[src/rtl/logicnet_pkg.sv]
// rtl/logicnet_pkg.sv - shared quantizer constants and fill/hold state type
package logicnet_pkg;

  localparam int Q_W_C    = 2;
  localparam int THR0_DEF = 64;
  localparam int THR1_DEF = 128;
  localparam int THR2_DEF = 192;

  typedef enum logic {
    FILL = 1'b0,
    HOLD = 1'b1
  } fill_state_t;

endpackage

[src/rtl/feat_quant.sv]
// rtl/feat_quant.sv - combinational 2-bit threshold quantizer for one raw feature
module feat_quant
  import logicnet_pkg::*;
#(
  parameter int FEAT_W = 8,
  parameter int Q_W    = Q_W_C,
  parameter int THR0   = THR0_DEF,
  parameter int THR1   = THR1_DEF,
  parameter int THR2   = THR2_DEF
) (
  input  logic [FEAT_W-1:0] x,
  output logic [Q_W-1:0]    code
);

  // One extra bit keeps a threshold of 2**FEAT_W representable (never reached).
  localparam logic [FEAT_W:0] T0 = (FEAT_W+1)'(THR0);
  localparam logic [FEAT_W:0] T1 = (FEAT_W+1)'(THR1);
  localparam logic [FEAT_W:0] T2 = (FEAT_W+1)'(THR2);

  logic [FEAT_W:0] xe;
  assign xe = {1'b0, x};

  always_comb begin
    code = Q_W'(0);
    if (xe >= T2)      code = Q_W'(3);
    else if (xe >= T1) code = Q_W'(2);
    else if (xe >= T0) code = Q_W'(1);
  end

endmodule

[src/rtl/layer0_input_quantizer.sv]
// rtl/layer0_input_quantizer.sv - streams raw features into packed 2-bit samples for layer 0
// Optional framing checks on in_last are enabled by defining LAYER0_INPUT_FRAME_CHECK_EN.
module layer0_input_quantizer
  import logicnet_pkg::*;
#(
  parameter int N_FEAT = 32,
  parameter int FEAT_W = 8,
  parameter int Q_W    = Q_W_C,
  parameter int THR0   = THR0_DEF,
  parameter int THR1   = THR1_DEF,
  parameter int THR2   = THR2_DEF
) (
  input  logic                    clk,
  input  logic                    rst_n,
  input  logic [FEAT_W-1:0]       in_data,
  input  logic                    in_valid,
  output logic                    in_ready,
  input  logic                    in_last,
  output logic [N_FEAT*Q_W-1:0]   out_data,
  output logic                    out_valid,
  input  logic                    out_ready,
  output logic                    frame_err
);

  localparam int CNT_W = (N_FEAT > 1) ? $clog2(N_FEAT) : 1;
  localparam logic [CNT_W-1:0] LAST_IDX = CNT_W'(N_FEAT - 1);

  fill_state_t              state_q, state_d;
  logic [CNT_W-1:0]         cnt_q, cnt_d;
  logic [N_FEAT*Q_W-1:0]    asm_q, asm_d, asm_fill;
  logic [N_FEAT*Q_W-1:0]    out_data_q, out_data_d;
  logic                     out_valid_q, out_valid_d;
  logic                     ferr_q, ferr_d;
  logic                     rdy_q;
  logic [Q_W-1:0]           code;
  logic                     accept, last_idx, ferr, done_beat, xfer;

  feat_quant #(
    .FEAT_W (FEAT_W),
    .Q_W    (Q_W),
    .THR0   (THR0),
    .THR1   (THR1),
    .THR2   (THR2)
  ) u_quant (
    .x    (in_data),
    .code (code)
  );

  // rdy_q keeps in_ready low through reset and for the cycle of release.
  assign in_ready = rdy_q && (state_q == FILL);
  assign accept   = in_valid && in_ready;
  assign last_idx = (cnt_q == LAST_IDX);

`ifdef LAYER0_INPUT_FRAME_CHECK_EN
  assign ferr = accept && (in_last != last_idx);
`else
  logic unused_last;
  assign unused_last = in_last;
  assign ferr = 1'b0;
`endif

  assign done_beat = accept && last_idx && !ferr;
  assign xfer = ((state_q == HOLD) || done_beat) && (!out_valid_q || out_ready);

  always_comb begin
    asm_fill = asm_q;
    asm_fill[int'(cnt_q)*Q_W +: Q_W] = code;
  end

  always_comb begin
    state_d     = state_q;
    cnt_d       = cnt_q;
    asm_d       = asm_q;
    out_data_d  = out_data_q;
    out_valid_d = out_valid_q;
    ferr_d      = ferr_q || ferr;

    case (state_q)
      FILL: begin
        if (accept) begin
          if (ferr) begin
            asm_d = '0;
            cnt_d = '0;
          end else begin
            asm_d = asm_fill;
            cnt_d = last_idx ? '0 : cnt_q + 1'b1;
            if (done_beat && !xfer) state_d = HOLD;
          end
        end
      end
      HOLD: begin
        if (xfer) state_d = FILL;
      end
      default: state_d = FILL;
    endcase

    // A completing beat transfers its freshly written assembly, bypassing asm_q.
    if (xfer) begin
      out_data_d  = (state_q == HOLD) ? asm_q : asm_fill;
      out_valid_d = 1'b1;
    end else if (out_ready) begin
      out_valid_d = 1'b0;
    end
  end

  always_ff @(posedge clk or negedge rst_n) begin
    if (!rst_n) begin
      state_q     <= FILL;
      cnt_q       <= '0;
      asm_q       <= '0;
      out_data_q  <= '0;
      out_valid_q <= 1'b0;
      ferr_q      <= 1'b0;
      rdy_q       <= 1'b0;
    end else begin
      state_q     <= state_d;
      cnt_q       <= cnt_d;
      asm_q       <= asm_d;
      out_data_q  <= out_data_d;
      out_valid_q <= out_valid_d;
      ferr_q      <= ferr_d;
      rdy_q       <= 1'b1;
    end
  end

  assign out_data  = out_data_q;
  assign out_valid = out_valid_q;
  assign frame_err = ferr_q;

endmodule

[config.mk]
export PLATFORM = sky130hd
export DESIGN_NAME = layer0_input_quantizer
export DESIGN_NICKNAME = d
export VERILOG_FILES = /design/src/rtl/logicnet_pkg.sv /design/src/rtl/feat_quant.sv /design/src/rtl/layer0_input_quantizer.sv
export SDC_FILE = /design/constraint.sdc
export NUM_CORES = 1
export LEC_CHECK = 0
export ABC_AREA = 1
export BUFFER_PORTS_ARGS = -buffer_cell sky130_fd_sc_hd__buf_2
export CORE_UTILIZATION = 59
export DETAILED_ROUTE_END_ITERATION = 6
export PLACE_DENSITY = 0.8
export SLEW_MARGIN = 20
export SYNTH_ARGS = -nofsm -noshare
export SYNTH_HDL_FRONTEND = slang
export SYNTH_SLANG_ARGS = --single-unit
[constraint.sdc]
create_clock -name clk -period 2.6 [get_ports clk]
set_input_delay 0.26 -clock clk [delete_from_list [all_inputs] [get_ports clk]]
set_output_delay 0.26 -clock clk [all_outputs]
set_load 0.005 [all_outputs]
[Yosys cells after proc, flatten, opt, wreduce, memory -nomap -nowiden]
Index checks and enable logic that the tools add are counted.
Storage, ports and cells
  bits in registers: 136
  output and inout port bits: 67
Cells by class
  $add $sub $neg: 2
  magnitude comparators: 3
  equal/unequal tests: 1
  shifts and indexed selects: 2
  mux-type cells: 12
  bitwise operators: 1
  reduce and logical (&&, ||, !) cells: 11
Operators by type and width (number)
  $bwmux 64: 1
  $mux 64: 1
  $shift 2x33->64 const A: 1
  $shiftx 2x33->64: 1
  $neg 6->33: 1
  $ge 8x8->1 const B: 2
  $ge 8x7->1 const B: 1
  $mux 1: 6
  $add 5x1->5 const B: 1
  $eq 5x5->1 const B: 1
  $logic_and 1x1->1: 5
  $mux 5: 1
  $mux 2: 2
  $logic_not 1->1: 2
  $logic_or 1x1->1: 2
  $pmux 1 s2: 1
  $reduce_and 2->1: 1
  $reduce_bool 2->1: 1
  $not 1->1: 1

[Logic depth before layout (Yosys ltp)]
  depth in word-level cells: 11
  depth in mapped cells: 15
  mapped depth without buffers: 14

[Modules after synthesis]
From an unflattened synthesis, not the netlist that was laid out.
Second synthesis, totals
  cells, all modules: 1062
  area total of the unflattened synthesis: 7452.1 um^2
By module, submodules not included
  layer0_input_quantizer: times used 1, cells each 1060, area an instance 7444.6 um^2
  feat_quant: times used 1, cells each 2, area an instance 7.5 um^2

[Worst setup path before layout]
Ideal clock, no wire load.
  path type: register to register
  from: reg cnt_q[0]
  to: reg out_data_q[54] (netlist: out_data[54])
  library setup time: 0.121 ns
  arrival time: 2.129 ns
  data required time: 2.479 ns
  setup slack: 0.350 ns
  cell stages (with the launch flop): 16
  path through: dfrtp_1 -> buf_4 -> inv_2 -> ha_1 -> nand2_1 -> nor2_1 -> ha_1 -> a21oi_4 -> nand4_4 -> nor2_4 -> buf_6 -> nand2_1 -> nand2_1 -> nand2_1 -> o21bai_1 -> nand2_1
On the way
  longest elaborated chain between the ends: 4
  elaborated cells between the ends (all ways): 9
Ends and longest elaborated chain
  from (decl): RTL line layer0_input_quantizer.sv:29  | logic [CNT_W-1:0] cnt_q, cnt_d;
  from (signal assigned): RTL line layer0_input_quantizer.sv:117  | cnt_q <= cnt_d;
  $neg 6->33 or $eq 5x5->1 (tied branches): RTL line layer0_input_quantizer.sv:67, layer0_input_quantizer.sv:52
  $shiftx 2x33->64 (tied with other cells): RTL line layer0_input_quantizer.sv:67  | asm_fill[int'(cnt_q)*Q_W +: Q_W] = code;
  $bwmux 64 or $logic_or 1x1->1 (tied branches): RTL line layer0_input_quantizer.sv:67, layer0_input_quantizer.sv:63
  $mux 64 or $logic_and 1x1->1 (tied branches): RTL line layer0_input_quantizer.sv:99, layer0_input_quantizer.sv:63
  to (signal assigned): RTL line layer0_input_quantizer.sv:119  | out_data_q <= out_data_d;
  to (decl): RTL line layer0_input_quantizer.sv:31  | logic [N_FEAT*Q_W-1:0] out_data_q, out_data_d;
Several ways; a longest one is shown, not always the timed one.
A chain may end at the register's enable or synchronous reset.

[Final worst setup path]
  from: reg cnt_q[1]
  to: reg out_data_q[22] (netlist: out_data[22])
Same word-level chain as after synthesis.

==> impl_results.md <==
* Power density cells at around 1100 mW/mm²
* Number of global-route vias before repair at approximately 6400
* Sw power at 3.67 mW
* Hold crit path type: in2reg
* GR Util All Layers at 0.309
* Root buffer cell: clkbuf_16
* Largest family of logic cells by synthesized area: simple AND/OR/NAND/NOR gates
* Synth Register Bits at about 140
* Clock-pin slew on the worst setup and hold paths at roughly 60 ps
* Final setup TNS at 0 ps
* Syn avg cell area at 7.40 µm²
* Final wirelength at 18500 µm
* XOR/XNOR Fraction of Synth Area at 0
* CP bufs+invs at 1
* Num rows at 40
* Worst slew pin tran at 641 ps
* Crit path launch type: flip-flop
* Final clock period utilization by the worst path at 0.938
* Combinational power share at 0.386
* Pre-antenna DRT Iters at 5
* Largest net degree at the start of global routing at 70
* M1 wire length at 8230 µm
* Dpl cells at 1204
* Met2 WL at 8560 µm
* Adder-cell share of the synthesized area at 0.00680
* DRT iter0 DRCs at roughly 530
* Power share of the sequential group at 0.359
* Clk sink count at 136
* Post-Syn Area at 0.00736 mm²
* Final Cell Area at 0.00850 mm²
* Vias per cell at 5.48
* Die ar. at 0.0129 mm²
* Initial antenna violation count at 0
* Slowest-stage cell, CP: dfrtp_1
* Final setup viols at 0
* Peak supply drop at 0.696 mV
* CP top delay family: simple AND/OR/NAND/NOR gates
* Final hold vios at 0
* Skew final at ~6.3 ps
* Residual DRC count at 0
* Post-DRT Antenna Nets at 0
* Slew HR at 0.572
* Synth Net Count at 1012
* CTS buffer count at 17
* Final Wtd Congestion at 0.897
* Synth cell types at 31
* Most frequent cells in the layout: nand2_1 (316), dfrtp_1 (135), nand3_1 (98), a21oi_1 (87), inv_1 (85)
* Max H-tree Level at 4
* WL per Instance at 14.9 µm
* IO Count at 80
* CTS Buffer Depth at 2
* Final layout net count at 1075
* CTS tree: yes
* Area delta synth->final at 15.5%
* DP HPWL at 12400 µm
* Final min period at 2440 ps
* Max-Cap Viols at 0
* RSZ-0062 raised after global routing: true
* Simple-gate share of the synthesized area at 0.312
* Die width at 114 µm
* Mux contribution to synthesized area at 0
* Synth warnings at 0
* N_diodes at 0
* Fmax at 410 MHz
* Setup Crit Path Kind: reg2reg
* Synth Instances at ~1000
* WL met3 at ~1400 µm
* Core area at 0.0121 mm²
* Post-synthesis sequential area ratio at 0.462
* Switching share of power at 0.394
* Uppermost routed layer: met4
* Req. time, crit path at 2900 ps
* Critical Path AT at 2730 ps
* Clock Power Share at 0.255
* Die height at 114 µm
* Worst Path Max Fanout at 6
* Slew Limit Fails at 0
* Post-place instance area at 0.00789 mm²
* Global-route wire length before repair at 30900 µm
* IO Port Bufs at 71
* Leakage dissipation at 4.56 nW
* Initial Util at 0.610
* Most used cell, CP: nand2_1
* Commonest non-fill, non-tap cell in the layout: nand2_1
* Post-synthesis compound-gate area fraction at 0.130
* Layout Cells excl Fill at 1239
* CP max stage delay at ~400 ps
* Gr ovfl total at 0
* Routed vias at 6784
* Share of layout cells above drive strength 1 at 0.158
* Clk Latency, worst-skew pair at 430 ps
* Status: finished, final reports clean
* CP Capture Type: flip-flop
* CP cell instances: inv_1, ha_1, nand2_1, nor2_1, ha_1, a21oi_4, nand4_4, nor2_4, nand2_1, nand2_1, nand2_1, o21bai_1, nand2_1
* Cell Int Power at around 5.6 mW
* Post_cts resized at 0
flip-flops by register name, indices dropped and copies added, names as in the netlist:
register   cells
asm_q         64
out_data      64
cnt_q          5
out_valid      1
rdy_q          1
state_q        1
Yosys cell counts:
cell type | instances | area share
o211ai_1 | 4 | 0.0041
buf_2 | 19 | 0.013
nand4_4 | 3 | 0.0087
inv_1 | 86 | 0.044
buf_6 | 4 | 0.0061
nor2_2 | 10 | 0.0085
dfrtp_1 | 136 | 0.46
nor3_1 | 2 | 0.0014
o22ai_1 | 2 | 0.0017
ha_1 | 4 | 0.0068
a21oi_4 | 1 | 0.0022
buf_1 | 6 | 0.0031
o21ai_2 | 1 | 0.0012
nand3_4 | 1 | 0.0024
nand4_1 | 22 | 0.019
nand3_2 | 3 | 0.0041
nor2_8 | 1 | 0.0027
inv_2 | 8 | 0.0041
nand3_1 | 98 | 0.067
nand2_1 | 316 | 0.16
clkbuf_1 | 23 | 0.012
nor2_1 | 54 | 0.028
buf_4 | 6 | 0.0061
nor3_2 | 1 | 0.0014
nor2_4 | 5 | 0.0076
nand2_2 | 1 | 0.00085
a21oi_1 | 87 | 0.059
o21bai_1 | 4 | 0.0041
conb_1 | 2 | 0.0010
o21ai_1 | 24 | 0.016
o21ai_0 | 61 | 0.041
cells by family (layout without fill, tap and decap cells):
| kind of cell | count (synthesis) | count (layout) |
|---|---|---|
| and+or+nand+nor | 517 | 517 |
| DFF | 136 | 136 |
| adders and majority gates | 4 | 4 |
| AOI/OAI and AO/OA | 184 | 184 |
| other | 2 | 2 |
| buffers and inverters | 152 | 228 |
worst paths after layout:
kind	start	to	slack (ps)	cells after the start
setup / recovery	cnt_q[1]$_DFFE_PN0P_	out_data[22]$_DFFE_PN0P_	160	13
hold / removal	out_ready	state_q$_DFF_PN0_	170	4
max in group asynchronous	rst_n	out_data[26]$_DFFE_PN0P_	1430	3
min in group asynchronous	rst_n	out_data[48]$_DFFE_PN0P_	410	2
hold reg to reg	out_data[57]$_DFFE_PN0P_	out_data[57]$_DFFE_PN0P_	470	2
setup reg to reg	cnt_q[1]$_DFFE_PN0P_	out_data[22]$_DFFE_PN0P_	160	13
power groups by stage:
stage	Clock [mW]	Combinational [mW]	Sequential [mW]
3_5_place_dp	0	3.51	3.36
6_report	2.38	3.59	3.34
4_1_cts	2.40	3.55	3.34
2_1_floorplan	0	2.45	3.34
5_1_grt	2.48	4.05	3.42
3_3_place_gp	0	3.41	3.34
metal layers:
metal / vias to the layer above / track usage
li1: 3352 / -
met1: 3137 / 0.428
met2: 271 / 0.476
met3: 24 / 0.0781
met4: 0 / 0.108
met5: - / 0
metrics by stage:
| stage | power [mW] | hold WS (ps) | setup slack, ps | utilization |
|---|---|---|---|---|
| 4_1_cts | 9.29 | 156 | 145 | 0.704 |
| 6_report | 9.31 | 168 | 162 | 0.705 |
| 2_1_floorplan | 5.79 | -35.6 | 350 | - |
| 3_3_place_gp | 6.75 | 314 | 253 | 0.654 |
| 3_5_place_dp | 6.87 | 311 | 183 | 0.654 |
| 5_1_grt | 9.95 | 201 | -2.40 | 0.705 |
timing repair:
action,4_1_cts,5_1_grt
setup endpoints to repair,0,7
endpoints found under the hold margin,67,0
setup buffers,0,2
hold buffers,1,0
worst min-delay path, delay by kind of cell:
family	cells	cell delay (ps)
buffers and inverters	2	190
AND/OR/NAND/NOR	2	100
layout make-up:
class,instances,area (µm²)
Fill cell,1013,3560
Sequential cell,136,3400
Multi-Input combinational cell,707,3320
Timing Repair Buffer,102,634
Clock buffer,20,457
Inverter,94,353
Tap cell,168,210
Clock inverter,12,125
No activity file was read; power rests on OpenSTA's default activity.
